--- src/rtl/uart_pkg.sv ---
// uart_pkg: shared FSM encoding and register map for the AXI4-lite UART pair
package uart_pkg;
  typedef enum logic [2:0] {IDLE, START, DATA, STOP, WAIT_HIGH} rx_state_e;
  localparam logic [31:0] REG_DATA = 32'h0;
  localparam logic [31:0] REG_STATUS = 32'h4;
  localparam int STAT_NONEMPTY = 0;
  localparam int STAT_OVERFLOW = 1;
  localparam int STAT_FRAME_ERR = 2;
  localparam int DATA_VALID_BIT = 8;
endpackage

--- src/rtl/axi4_uart_rx_fifo.sv ---
// fifo: synchronous first-word-fall-through FIFO; a push while full is accepted only alongside a pop
module fifo #(
  parameter int WIDTH = 8,
  parameter int DEPTH = 64
) (
  input  logic             clk,
  input  logic             rst_n,
  input  logic             push,
  input  logic [WIDTH-1:0] din,
  input  logic             pop,
  output logic [WIDTH-1:0] dout,
  output logic             empty,
  output logic             full
);
  localparam int AW = $clog2(DEPTH);
  logic [WIDTH-1:0] mem [DEPTH];
  logic [AW:0] wr_q, wr_d, rd_q, rd_d;
  logic do_push, do_pop;
  always_comb begin
    empty = wr_q == rd_q;
    full = (wr_q[AW] != rd_q[AW]) && (wr_q[AW-1:0] == rd_q[AW-1:0]);
    do_push = push && (!full || pop);
    do_pop = pop && !empty;
    wr_d = do_push ? wr_q + (AW+1)'(1) : wr_q;
    rd_d = do_pop ? rd_q + (AW+1)'(1) : rd_q;
    dout = mem[rd_q[AW-1:0]];
  end
  always_ff @(posedge clk) begin
    if (do_push) mem[wr_q[AW-1:0]] <= din;
  end
  always_ff @(posedge clk or negedge rst_n) begin
    if (!rst_n) begin
      wr_q <= '0;
      rd_q <= '0;
    end else begin
      wr_q <= wr_d;
      rd_q <= rd_d;
    end
  end
endmodule

--- src/rtl/axi4_uart_rx.sv ---
// axi4_uart_rx: oversampling 8N1 receiver with RX FIFO and sticky errors behind an AXI4-lite slave
module axi4_uart_rx
  import uart_pkg::*;
#(
  parameter int DIVIDER = 100,
  parameter int FIFO_DEPTH = 64
) (
  input  logic        clk,
  input  logic        reset,
  input  logic        uart_rx,
  output logic        rx_irq,
  input  logic        axi_awvalid,
  output logic        axi_awready,
  input  logic [31:0] axi_awaddr,
  input  logic [2:0]  axi_awprot,
  input  logic        axi_wvalid,
  output logic        axi_wready,
  input  logic [31:0] axi_wdata,
  input  logic [3:0]  axi_wstrb,
  output logic        axi_bvalid,
  input  logic        axi_bready,
  input  logic        axi_arvalid,
  output logic        axi_arready,
  input  logic [31:0] axi_araddr,
  input  logic [2:0]  axi_arprot,
  output logic        axi_rvalid,
  input  logic        axi_rready,
  output logic [31:0] axi_rdata
);
  localparam int CW = $clog2(DIVIDER);
  localparam logic [CW-1:0] HALF = CW'(DIVIDER / 2 - 1);
  localparam logic [CW-1:0] FULL = CW'(DIVIDER - 1);
  logic rx_m_q, rx_s_q;
  rx_state_e state_q, state_d;
  logic [CW-1:0] cnt_q, cnt_d;
  logic [2:0] idx_q, idx_d;
  logic [7:0] sh_q, sh_d;
  logic fe_q, fe_d, ovf_q, ovf_d;
  logic arready_q, arready_d, rvalid_q, rvalid_d;
  logic [31:0] rdata_q, rdata_d, data_word, stat_word;
  logic awready_q, awready_d, wready_q, wready_d, bvalid_q, bvalid_d;
  logic aw_done_q, aw_done_d, w_done_q, w_done_d;
  logic tick, push, pop, set_fe, set_ovf, clr;
  logic ar_hs, is_data, is_stat, aw_hs, w_hs, aw_seen, w_seen, both;
  logic [7:0] dout;
  logic empty, full;
  logic unused;
  assign unused = ^{axi_awaddr, axi_awprot, axi_wdata, axi_wstrb, axi_arprot, axi_araddr[31:4], axi_araddr[1:0]};
  fifo #(.WIDTH(8), .DEPTH(FIFO_DEPTH)) u_fifo (
    .clk   (clk),
    .rst_n (~reset),
    .push  (push),
    .din   (sh_q),
    .pop   (pop),
    .dout  (dout),
    .empty (empty),
    .full  (full)
  );
  always_comb begin
    tick = cnt_q == '0;
    state_d = state_q;
    cnt_d = tick ? cnt_q : cnt_q - CW'(1);
    idx_d = idx_q;
    sh_d = sh_q;
    push = 1'b0;
    set_fe = 1'b0;
    case (state_q)
      IDLE: if (!rx_s_q) begin
        state_d = START;
        cnt_d = HALF;
      end
      START: if (tick) begin
        state_d = rx_s_q ? IDLE : DATA;
        cnt_d = FULL;
        idx_d = '0;
      end
      DATA: if (tick) begin
        sh_d = {rx_s_q, sh_q[7:1]};
        cnt_d = FULL;
        idx_d = idx_q + 3'd1;
        state_d = idx_q == 3'd7 ? STOP : DATA;
      end
      STOP: if (tick) begin
        push = rx_s_q;
        set_fe = !rx_s_q;
        state_d = rx_s_q ? IDLE : WAIT_HIGH;
      end
      WAIT_HIGH: state_d = rx_s_q ? IDLE : WAIT_HIGH;
      default: state_d = IDLE;
    endcase
  end
  // Side effects (pop, sticky clear) happen once, on the address handshake
  always_comb begin
    ar_hs = axi_arvalid && arready_q;
    is_data = ar_hs && axi_araddr[3:2] == REG_DATA[3:2];
    is_stat = ar_hs && axi_araddr[3:2] == REG_STATUS[3:2];
    pop = is_data && !empty;
    clr = is_stat;
    set_ovf = push && full && !pop;
    fe_d = set_fe || (fe_q && !clr);
    ovf_d = set_ovf || (ovf_q && !clr);
    data_word = '0;
    data_word[DATA_VALID_BIT] = !empty;
    data_word[7:0] = empty ? 8'h00 : dout;
    stat_word = '0;
    stat_word[STAT_NONEMPTY] = !empty;
    stat_word[STAT_OVERFLOW] = ovf_q;
    stat_word[STAT_FRAME_ERR] = fe_q;
    rdata_d = !ar_hs ? rdata_q : is_data ? data_word : is_stat ? stat_word : '0;
    rvalid_d = ar_hs || (rvalid_q && !axi_rready);
    arready_d = axi_arvalid && !arready_q && !rvalid_q;
    aw_hs = axi_awvalid && awready_q;
    w_hs = axi_wvalid && wready_q;
    aw_seen = aw_done_q || aw_hs;
    w_seen = w_done_q || w_hs;
    both = aw_seen && w_seen;
    bvalid_d = both || (bvalid_q && !axi_bready);
    aw_done_d = aw_seen && !both;
    w_done_d = w_seen && !both;
    awready_d = axi_awvalid && !awready_q && !aw_done_q && !bvalid_q;
    wready_d = axi_wvalid && !wready_q && !w_done_q && !bvalid_q;
  end
  always_ff @(posedge clk or posedge reset) begin
    if (reset) begin
      rx_m_q <= 1'b1;
      rx_s_q <= 1'b1;
      state_q <= IDLE;
      cnt_q <= '0;
      idx_q <= '0;
      sh_q <= '0;
      fe_q <= 1'b0;
      ovf_q <= 1'b0;
      arready_q <= 1'b0;
      rvalid_q <= 1'b0;
      rdata_q <= '0;
      awready_q <= 1'b0;
      wready_q <= 1'b0;
      bvalid_q <= 1'b0;
      aw_done_q <= 1'b0;
      w_done_q <= 1'b0;
    end else begin
      rx_m_q <= uart_rx;
      rx_s_q <= rx_m_q;
      state_q <= state_d;
      cnt_q <= cnt_d;
      idx_q <= idx_d;
      sh_q <= sh_d;
      fe_q <= fe_d;
      ovf_q <= ovf_d;
      arready_q <= arready_d;
      rvalid_q <= rvalid_d;
      rdata_q <= rdata_d;
      awready_q <= awready_d;
      wready_q <= wready_d;
      bvalid_q <= bvalid_d;
      aw_done_q <= aw_done_d;
      w_done_q <= w_done_d;
    end
  end
  assign rx_irq = !empty || fe_q || ovf_q;
  assign axi_arready = arready_q;
  assign axi_rvalid = rvalid_q;
  assign axi_rdata = rdata_q;
  assign axi_awready = awready_q;
  assign axi_wready = wready_q;
  assign axi_bvalid = bvalid_q;
endmodule
--- config.mk ---
export PLATFORM = sky130hd
export DESIGN_NAME = axi4_uart_rx
export DESIGN_NICKNAME = d
export VERILOG_FILES = /design/src/rtl/uart_pkg.sv /design/src/rtl/axi4_uart_rx_fifo.sv /design/src/rtl/axi4_uart_rx.sv
export SDC_FILE = /design/constraint.sdc
export NUM_CORES = 1
export LEC_CHECK = 0
export CORE_MARGIN = 5
export CORE_UTILIZATION = 45
export CTS_CLUSTER_SIZE = 40
export DETAILED_ROUTE_END_ITERATION = 12
export PLACE_DENSITY = 0.71
export SYNTH_ARGS = -nofsm -noshare
export SYNTH_HDL_FRONTEND = slang
export SYNTH_HIERARCHICAL = 1
export SYNTH_SLANG_ARGS = --single-unit
--- constraint.sdc ---
create_clock -name clk -period 3.6 [get_ports clk]
set_input_delay 0.54 -clock clk [delete_from_list [all_inputs] [get_ports clk]]
set_output_delay 0.54 -clock clk [all_outputs]
set_load 0.05 [all_outputs]
== Word level (Yosys, flattened, before mapping) ==
Memories as Yosys holds them, arrays and structs flattened.
Cells that the tools add are included.
Storage, ports and cells
  memory bits (read-only): 0
  latch bits: 0
  memories kept: 1
  bits in registers: 78
  memory bits (writable): 512
Memory list
  u_fifo.mem: words 64, bits a word 8, rd ports 1, clocked after memory_dff 0, write ports 1, RTL line axi4_uart_rx_fifo.sv:16  | logic [WIDTH-1:0] mem [DEPTH];
Cells by class
  order comparisons: 0
  divide/modulo/power cells: 0
  equal/unequal tests: 13
  shift-type cells: 0
  multiplexer cells: 24
  $mul: 0
  add/sub/neg operators: 4
  reduce and logical (&&, ||, !) cells: 58
  bitwise logic cells: 0
Operators with widths (number)
  1-bit logical AND: 26
  3-bit 2-to-1 mux: 8
  7-bit 2-to-1 mux: 3
  1-bit zero test: 15
  3-bit case mux with 5 select lines: 1
  7-bit by 1-bit adder with 7-bit output, second input constant: 2
  7-bit case mux with 2 select lines: 1
  1-bit logical OR: 9
  9-bit 2-to-1 mux: 1
  8-bit 2-to-1 mux: 1
  2-bit != test, second input constant: 4
  7-bit == test: 1
  7-bit zero test: 1
  1-bit 2-to-1 mux: 7
  7-bit by 1-bit subtractor with 7-bit output, second input constant: 1
  3-bit by 2-bit == test with 1-bit output, second input constant: 2
  3-bit == test, second input constant: 2
  6-bit == test: 1
  3-bit case mux with 2 select lines: 1
  4-bit AND reduction: 1
  3-bit by 1-bit adder with 3-bit output, second input constant: 1
  3-bit by 1-bit == test with 1-bit output, second input constant: 1
  3-bit zero test: 1
  3-bit AND reduction: 1
  7 further kinds: 7

== Depth between registers and ports, before layout ==
Gate-level depths: netlist of run 1.
  word-level depth: 7
  mapped depth: 12

== By module ==
Netlist of run 1, hierarchy kept.
Modules (own cells, without submodules)
  fifo: times used 1, cells an instance 1011, area an instance 20748.6 µm², seq. area each 15725.1 µm²
  axi4_uart_rx: times used 1, cells an instance 169, area an instance 1945.6 µm², seq. area each 1028.5 µm²

== Worst setup path before layout of run 1 ==
No wires, ideal clock.
  path kind: register -> register
  start: reg u_fifo.rd_q[0]
  end: mem u_fifo.mem[60][0], enable pin
  stages on the path, launching flop included: 13
  arrival time: 2784 ps
  path buffers: 3
  slack: 446 ps
  data required time: 3230 ps
  library setup time: 370 ps
  path through: dfrtp_1 buf_6 buf_6 xor2_1 nor2_1 nand3_1 nor2b_1 nor4_2 nor2_1 nand4_1 buf_2 nand3_1 nor2_1
On the way
  longest elaborated chain between the ends: 7
RTL lines
  start: declaration: RTL line axi4_uart_rx_fifo.sv:17  | logic [AW:0] wr_q, wr_d, rd_q, rd_d;
  start signal: assignment: RTL line axi4_uart_rx_fifo.sv:37  | rd_q <= rd_d;
  7-bit == test: RTL line axi4_uart_rx_fifo.sv:20  | empty = wr_q == rd_q;
  net empty: RTL line axi4_uart_rx.sv:46  | logic empty, full;
  1-bit zero test: RTL line axi4_uart_rx.sv:97  | pop = is_data && !empty;
  1-bit logical AND: RTL line axi4_uart_rx.sv:97
  net pop: RTL line axi4_uart_rx.sv:43  | logic tick, push, pop, set_fe, set_ovf, clr;
  1-bit logical OR: RTL line axi4_uart_rx_fifo.sv:22  | do_push = push && (!full || pop);
  1-bit logical AND: RTL line axi4_uart_rx_fifo.sv:22
  1-bit 2-to-1 mux: RTL line axi4_uart_rx_fifo.sv:29  | if (do_push) mem[wr_q[AW-1:0]] <= din;
  1-bit 2-to-1 mux (implied by the code): RTL line axi4_uart_rx_fifo.sv:29
  end: declaration: RTL line axi4_uart_rx_fifo.sv:16
The timed path passes the listed nets, and every way through them passes these cells.

== Final worst setup path of run 1 ==
  start: reg u_fifo.wr_q[2]
  end: mem u_fifo.mem[45][1], enable pin
On the way
  longest elaborated chain between the ends: 7
RTL lines
  start: declaration: RTL line axi4_uart_rx_fifo.sv:17
  start signal: assignment: RTL line axi4_uart_rx_fifo.sv:36  | wr_q <= wr_d;
  7-bit == test: RTL line axi4_uart_rx_fifo.sv:20
  net empty: RTL line axi4_uart_rx.sv:46
  1-bit zero test: RTL line axi4_uart_rx.sv:97
  1-bit logical AND: RTL line axi4_uart_rx.sv:97
  net pop: RTL line axi4_uart_rx.sv:43
  1-bit logical OR: RTL line axi4_uart_rx_fifo.sv:22
  1-bit logical AND: RTL line axi4_uart_rx_fifo.sv:22
  1-bit 2-to-1 mux: RTL line axi4_uart_rx_fifo.sv:29
  1-bit 2-to-1 mux (implied by the code): RTL line axi4_uart_rx_fifo.sv:29
The timed path passes the listed nets, and every way through them passes these cells.

==> impl_metrics.yaml, run 1 <==
worst_setup_path:
  critical_path_cell_count: 11
  setup.worst_path.start_class: "flop"
  r2r-start: "u_fifo/wr_q[2]"
  rrSetupSlack_ns: 0.29
  crit_top_cell: "sky130_fd_sc_hd__nor2_1"
  cp_slowest_cell: "sky130_fd_sc_hd__nor2_1"
  cp_top_family: "simple AND/OR/NAND/NOR gates"
  crit_path_max_fanout: 11
  path_cells: "xor2_1 > nor2_1 > nand3_1 > nor2b_1 > nor4_2 > nor2_1 > nand4_1 > buf_4 > nand3_1 > buf_4 > nor2_1"
  worst_ep_arrival_time_ns: 3.52
  critical_path_required_ns: 3.82
  cp-end-kind: "flop"
  critical-path-max-stage-delay_ns: 0.70
  timing.setup.critical_path_class: "flop to flop"
  r2r_end: "u_fifo/mem[45][1]"
  cp_num_buf_inv: 2
  reg2regPathDepth: 11
route:
  route.vias.total: 11100
  route.antenna.remaining_nets: 0
  first_pass_iteration_count_of_the_detailed_router: 5
  detail_route.wirelength_microns: 46200
  first_iter_violations: 950
  number_of_remaining_drc_errors: 0
  avgViaCountPerCell: 5.63
  final_routed_wire_length_divided_by_cell_count_microns: 23.5
power:
  power.leakage_uw: 0.00957
  combinationalPowerShare: 0.020
  power_density_nw_per_um2: 518
  report.power.total_uw: 13300
  irDropWorstVdd_v: 0.000302
  internal-power_uw: 10700
  power.share.sequential: 0.537
  switchingPower_uw: 2570
  switching_share: 0.193
  clkPwrFrac: 0.443
clock_tree:
  cts_inserted_buffers: 55
  clock_tree.htree_level_count: 2
  holdBufCountCts: 0
  clk-insertion-delay-late_ns: 0.61
  cts_root_buf: "sky130_fd_sc_hd__clkbuf_16"
  cts_repair_resize_count: 0
  clock_sink_count: 567
  cts_setup_buffers: 0
  tritoncts: "yes"
  ctsLongestPathBuffers: 3
  clkSlewWorstSetupHoldPaths_ns: 0.06
yosys:
  ys_async_sr_fraction: 0.0970
  synthCells: 1180
  synth-edff-count: 512
  leading_post_synthesis_cells_by_cell_area: "sky130_fd_sc_hd__edfxtp_1 (68%), sky130_fd_sc_hd__mux4_2 (10%), sky130_fd_sc_hd__dfrtp_1 (5.8%)"
  netlist.area_leader.share: 0.677
  synth_largest_area_cell: "sky130_fd_sc_hd__edfxtp_1"
  synth_top_flop_cell: "sky130_fd_sc_hd__edfxtp_1"
  post_synth_instance_area_sq_um: 22700
  synth-seq-cells: 567
  synth.lib_cells_used.distinct: 60
  synth.avg_cell_area_sq_um: 19.2
  synth.yosys.warnings: 6
  ys_seq_area_frac: 0.738
floorplan:
  placementRows: 82
  die_w_microns: 235
  die_h_microns: 235
  design.portCount: 152
  floorplan.initialDensity: 0.453
  core_region_area_sq_um: 50100
  die_area_sq_um: 55000
timing:
  timing.final.hold_violations: 0
  max_freq_mhz: 302
  grt_setup_unrepaired: "no"
  slew_viol_final: 0
  setup_viol: 0
  final.setup_skew_ns: 0.0253
  maxSlewHeadroom: 0.142
  min_period_ns: 3.31
  timing.final.crit_share: 0.918
  timing_worst_slew_pin_value_ns: 1.29
  setup_tns_ns: 0
outcome:
  status: "finished, final reports clean"
grt:
  grt_first_pass_wirelength_microns: 68900
  grt-ovfl-total: 0
  antenna_found_initial: 0
  first_global_vias: 11300
  grt_max_degree: 84
  total_routing_usage_gr: 0.168
run:
  max-cap-violations: 0
cells_and_area:
  fillers: 3977
  area_growth_synth_to_finish_pct: 13.0
  layout.cells.most_common: "sky130_fd_sc_hd__edfxtp_1"
  finish.utilization: 0.512
  num-nets-final: 1368
  most-common-layout-cells: "sky130_fd_sc_hd__edfxtp_1 (512), sky130_fd_sc_hd__mux4_2 (105), sky130_fd_sc_hd__nor2_1 (86)"
  fraction_of_layout_cells_with_a_size_suffix_above_1: 0.228
  antennaDiodeCount: 0
place:
  place.gp.congestion: 0.819
  portBuffers: 24
  dp.final_hpwl_microns: 27800
min_path:
  holdPathStages: 0
  min_delay_worst_endpoint: "rx_s_q"
  hold_path_class: "flop to flop"
  hold_path.startpoint: "rx_m_q"
## sequential cells by signal, summed over array words and instances (netlist names), 3 cells and up
name / flops
axi_rdata: 9
cnt_q: 7
idx_q: 3
sh_q: 8
state_q: 3
u_fifo/mem: 512
u_fifo/rd_q: 7
u_fifo/wr_q: 7
## kinds of logic after synthesis
group	after synthesis	share of synthesized area
AOI/OAI and AO/OA	100	0.0298
other	1	0.000165
xor gates and xnor gates	24	0.00926
DFF	567	0.738
and+or+nand+nor	199	0.0427
adders and majority gates	6	0.00331
muxes	189	0.152
buffers and inverters	94	0.0249
## worst max-delay path by stage
stage / to / start
final: u_fifo/mem[45][1] / u_fifo/wr_q[2]
after global routing: u_fifo/mem[5][5] / u_fifo/wr_q[2]
after CTS: u_fifo/mem[5][5] / cnt_q[0]
after detailed placement: u_fifo/mem[5][7] / axi_araddr[2]
after global placement: u_fifo/mem[12][4] / cnt_q[0]
after floorplan: u_fifo/mem[60][0] / u_fifo/rd_q[0]
## worst reg2reg max path: cells and delay by family (launching register included)
family,cells,cell delay [ns]
xor gates and xnor gates,1,0.17
buffers and inverters,2,0.40
DFF,1,0.54
and+or+nand+nor,8,1.82
## cell type report
class	instances	area [sq um]	share of cell area
clock buffers	77	1530	0.0596
well taps	672	841	0.0328
repair buffers	72	651	0.0254
flip-flops and latches	567	16800	0.654
inverters	11	46.3	0.00180
clock inverters	26	353	0.0138
multi-input cells	541	5460	0.213
## power by group through the flow
stage / Combinational (uW) / Sequential [uW] / Clock (uW)
floorplan: 137 / 7340 / 0
global placement: 260 / 7270 / 0
detailed placement: 264 / 7270 / 0
CTS: 265 / 7130 / 6010
global route: 278 / 7130 / 6290
finish: 262 / 7130 / 5890
## Yosys cell counts, drive strengths merged (2+ instances only)
cell,number
a21oi,17
a221oi,12
a22o,7
a22oi,18
and2,5
and3,3
and4,2
buf,61
clkbuf,22
dfrtp,53
dfstp,2
edfxtp,512
ha,6
inv,11
mux2,39
mux2i,34
mux4,116
nand2,32
nand2b,2
nand3,23
nand3b,7
nand4,5
nor2,86
nor2b,6
nor3,11
nor3b,6
nor4,2
nor4b,2
o211ai,5
o21ai,22
o22ai,7
o2bb2ai,5
or3,4
xnor2,16
xor2,8
## layer usage
metal  GRT usage  part of all wire  vias to the layer above  routed length (microns)
met5           0                 0                        -                        0
met4      0.0580             0.033                        0                     1520
met3      0.0328             0.065                       89                     2990
met2       0.275              0.49                      336                    22800
met1       0.229              0.41                     5788                    18900
li1            -                 -                     4858                        -
## through the flow
step,area [sq um],setup WS [ns],hold slack [ns],cells
5_1_grt,25700,0.0712,0.349,1966
3_3_place_gp,23800,0.328,0.347,1863
3_5_place_dp,23800,0.288,0.347,1863
2_1_floorplan,22800,0.446,0.345,1202
4_1_cts,25700,0.256,0.316,1966
6_report,25700,0.294,0.355,1966
Note: power is estimated with default switching activity, not from simulation.
==> inputs of run 2 (changes only) <==
==> constraint.sdc (replaced) <==
create_clock -name clk -period 3.6 [get_ports clk]
set_input_delay 0.54 -clock clk [delete_from_list [all_inputs] [get_ports clk]]
set_output_delay 0.54 -clock clk [all_outputs]
set_load 0.02 [all_outputs]
==> results of run 2 <==
Same layout as run 1 (identical final DEF). Status: finished, final reports clean.
Main changes from that run: total power 13300 uW -> 13200 uW
==> inputs of run 3 (changes only) <==
--- a/config.mk
+++ b/config.mk
@@ -6,10 +6,10 @@
 export NUM_CORES = 1
 export LEC_CHECK = 0
 export CORE_MARGIN = 5
-export CORE_UTILIZATION = 45
+export CORE_UTILIZATION = 59
 export CTS_CLUSTER_SIZE = 40
 export DETAILED_ROUTE_END_ITERATION = 12
-export PLACE_DENSITY = 0.71
+export PLACE_DENSITY = 0.87
 export SYNTH_ARGS = -nofsm -noshare
 export SYNTH_HDL_FRONTEND = slang
 export SYNTH_HIERARCHICAL = 1
==> run 3 against run 2 <==
  * Largest cell class unchanged
  * Combinational power rose by 2%
  * Sequential power about the same
  * Global-route usage is 6.1 points higher
  * Non-clock buffer count fell by 13
  * Hold slack gained 0.0076 ns
  * Final cell count down 9.1%
  * Register-to-register slack worse by 0.19 ns
  * Utilization grew 15 points
  * First-iteration DRC count increased by 44%
  * Fmax fell by 5.4%
  * Critical path depth is 2 lower
  * Count of clock-buffer cells in the layout fell by 6
==> impl_metrics.yaml, run 3 (same netlist as run 1, synthesis figures left out) <==
outcome:
  status: "finished, final reports clean"
worst_setup_path:
  cp_slowest_cell: "sky130_fd_sc_hd__nor2_1"
  setup.worst_path.start_class: "flop"
  critical_path_required_ns: 3.78
  timing.setup.critical_path_class: "flop to flop"
  cp-end-kind: "flop"
  crit_top_cell: "sky130_fd_sc_hd__and3_1"
  worst_ep_arrival_time_ns: 3.68
  rrSetupSlack_ns: 0.11
  critical-path-max-stage-delay_ns: 0.75
  path_cells: "inv_1 > ha_1 > nor3b_2 > and3_1 > and4_1 > and3_1 > nand3_1 > buf_4 > nor2_1"
  crit_path_max_fanout: 8
cells_and_area:
  antennaDiodeCount: 0
  layout.cells.most_common: "sky130_fd_sc_hd__edfxtp_1"
  num-nets-final: 1353
  layoutNonFillerInstCount: 1788
  postLayoutCellArea_sq_um: 25200
  fraction_of_layout_cells_with_a_size_suffix_above_1: 0.218
  area_growth_synth_to_finish_pct: 10.8
  most-common-layout-cells: "sky130_fd_sc_hd__edfxtp_1 (512), sky130_fd_sc_hd__mux4_2 (105), sky130_fd_sc_hd__nor2_1 (81)"
  largest_register_ffs: 512
floorplan:
  die_h_microns: 206
  core_region_area_sq_um: 37800
  design.portCount: 152
  die_area_sq_um: 42500
  floorplan.initialDensity: 0.600
  placementRows: 71
  die_w_microns: 206
power:
  power.leakage_uw: 0.00941
  power_density_nw_per_um2: 504
  irDropWorstVdd_v: 0.000354
min_path:
  hold_path_class: "flop to flop"
route:
  route.antenna.remaining_nets: 0
  first_iter_violations: 1366
  first_pass_iteration_count_of_the_detailed_router: 8
  final_routed_wire_length_divided_by_cell_count_microns: 26.8
  detail_route.wirelength_microns: 48000
  number_of_remaining_drc_errors: 0
  route.vias.total: 11600
  avgViaCountPerCell: 6.48
clock_tree:
  clk-insertion-delay-late_ns: 0.57
  clock_sink_count: 567
  tritoncts: "yes"
  cts_inserted_buffers: 53
  clock_tree.htree_level_count: 2
  clkSlewWorstSetupHoldPaths_ns: 0.06
  ctsLongestPathBuffers: 3
  cts_setup_buffers: 0
  cts_root_buf: "sky130_fd_sc_hd__clkbuf_16"
grt:
  grt_first_pass_wirelength_microns: 73100
  total_routing_usage_gr: 0.229
  antenna_found_initial: 0
  first_global_vias: 11900
  grt-ovfl-total: 0
  grt_max_degree: 131
timing:
  timing_worst_slew_pin_value_ns: 1.29
  timing.final.crit_share: 0.970
  setup_viol: 0
  min_period_ns: 3.49
  final.setup_skew_ns: 0.0276
  grt_setup_unrepaired: "yes"
  maxSlewHeadroom: 0.141
  max_freq_mhz: 286
  timing.final.hold_violations: 0
  slew_viol_final: 0
run:
  max-cap-violations: 0
place:
  dpl-instance-area_sq_um: 23500
  portBuffers: 24
  place.gp.congestion: 0.876
  dp.final_hpwl_microns: 26500
  place.detailed.instances: 1689
==> run 3: changes by cell type in the layout (fill, tap and decap cells not counted), sizes merged <==
| cell | before | now |
|---|---|---|
| inv | 11 | 12 |
| clkinv | 15 | 24 |
| buf | 48 | 35 |
| clkbuf | 77 | 71 |
| bufinv | 8 | 3 |
| clkinvlp | 3 | 0 |
==> run 3: per-stage QoR <==
| stage | setup slack (ns) | power (uW) | util | hold slack, ns | setup TNS (ns) |
|---|---|---|---|---|---|
| after detailed placement | 0.291 | 7450 | 0.620 | 0.350 | 0 |
| after global placement | 0.383 | 7440 | 0.620 | 0.349 | 0 |
| final | 0.107 | 12700 | 0.665 | 0.362 | 0 |
| after CTS | 0.206 | 12700 | 0.664 | 0.364 | 0 |
| after floorplan | 0.446 | 7390 | - | 0.345 | 0 |
| after global routing | -0.0140 | 13100 | 0.665 | 0.364 | -0.234 |
==> run 3: report_power, final <==
part,switching (uW),internal [uW]
Sequential,28.8,7110
Combinational,108,71.8
Clock,2290,3080
Total,2430,10300
==> run 3: worst paths after layout <==
| path | cells past startpoint | endpoint | startpoint |
|---|---|---|---|
| worst max-delay path | 9 | u_fifo/mem[63][4] | cnt_q[0] |
| worst min-delay path | 0 | rx_s_q | rx_m_q |
| worst max register to register | 9 | u_fifo/mem[63][4] | cnt_q[0] |
| worst min register to register | 0 | rx_s_q | rx_m_q |
| max in group asynchronous | 3 | axi_rdata[3] | reset |
| min in group asynchronous | 2 | ovf_q | reset |
==> run 3: worst max-delay path, delay by kind of cell, from the launching register on <==
family                   cells  cell delay, ns
AND/OR/NAND/NOR              6            2.18
flip-flops                   1            0.40
adder cells (fa/ha/maj)      1            0.19
buffers and inverters        2            0.33
==> run 3: routing by layer <==
layer | track usage | vias up | wire length, microns
li1 | - | 4811 | -
met1 | 0.316 | 5959 | 17500
met2 | 0.384 | 686 | 24400
met3 | 0.0325 | 126 | 4330
met4 | 0.0765 | 0 | 1760
met5 | 0 | - | 0
==> run 3: area by class of cell <==
class / instances / area (sq um)
inverter: 11 / 46.3
clock inverter: 28 / 205
timing repair buffer: 59 / 541
tap: 511 / 639
multi-input combinational: 541 / 5470
fill: 2283 / 12700
clock buffer: 71 / 1480
sequential: 567 / 16800
==> run 3: repair_timing <==
item	CTS	global route
hold buffers	0	0
gates resized for setup	0	5
setup endpoints to repair	0	62
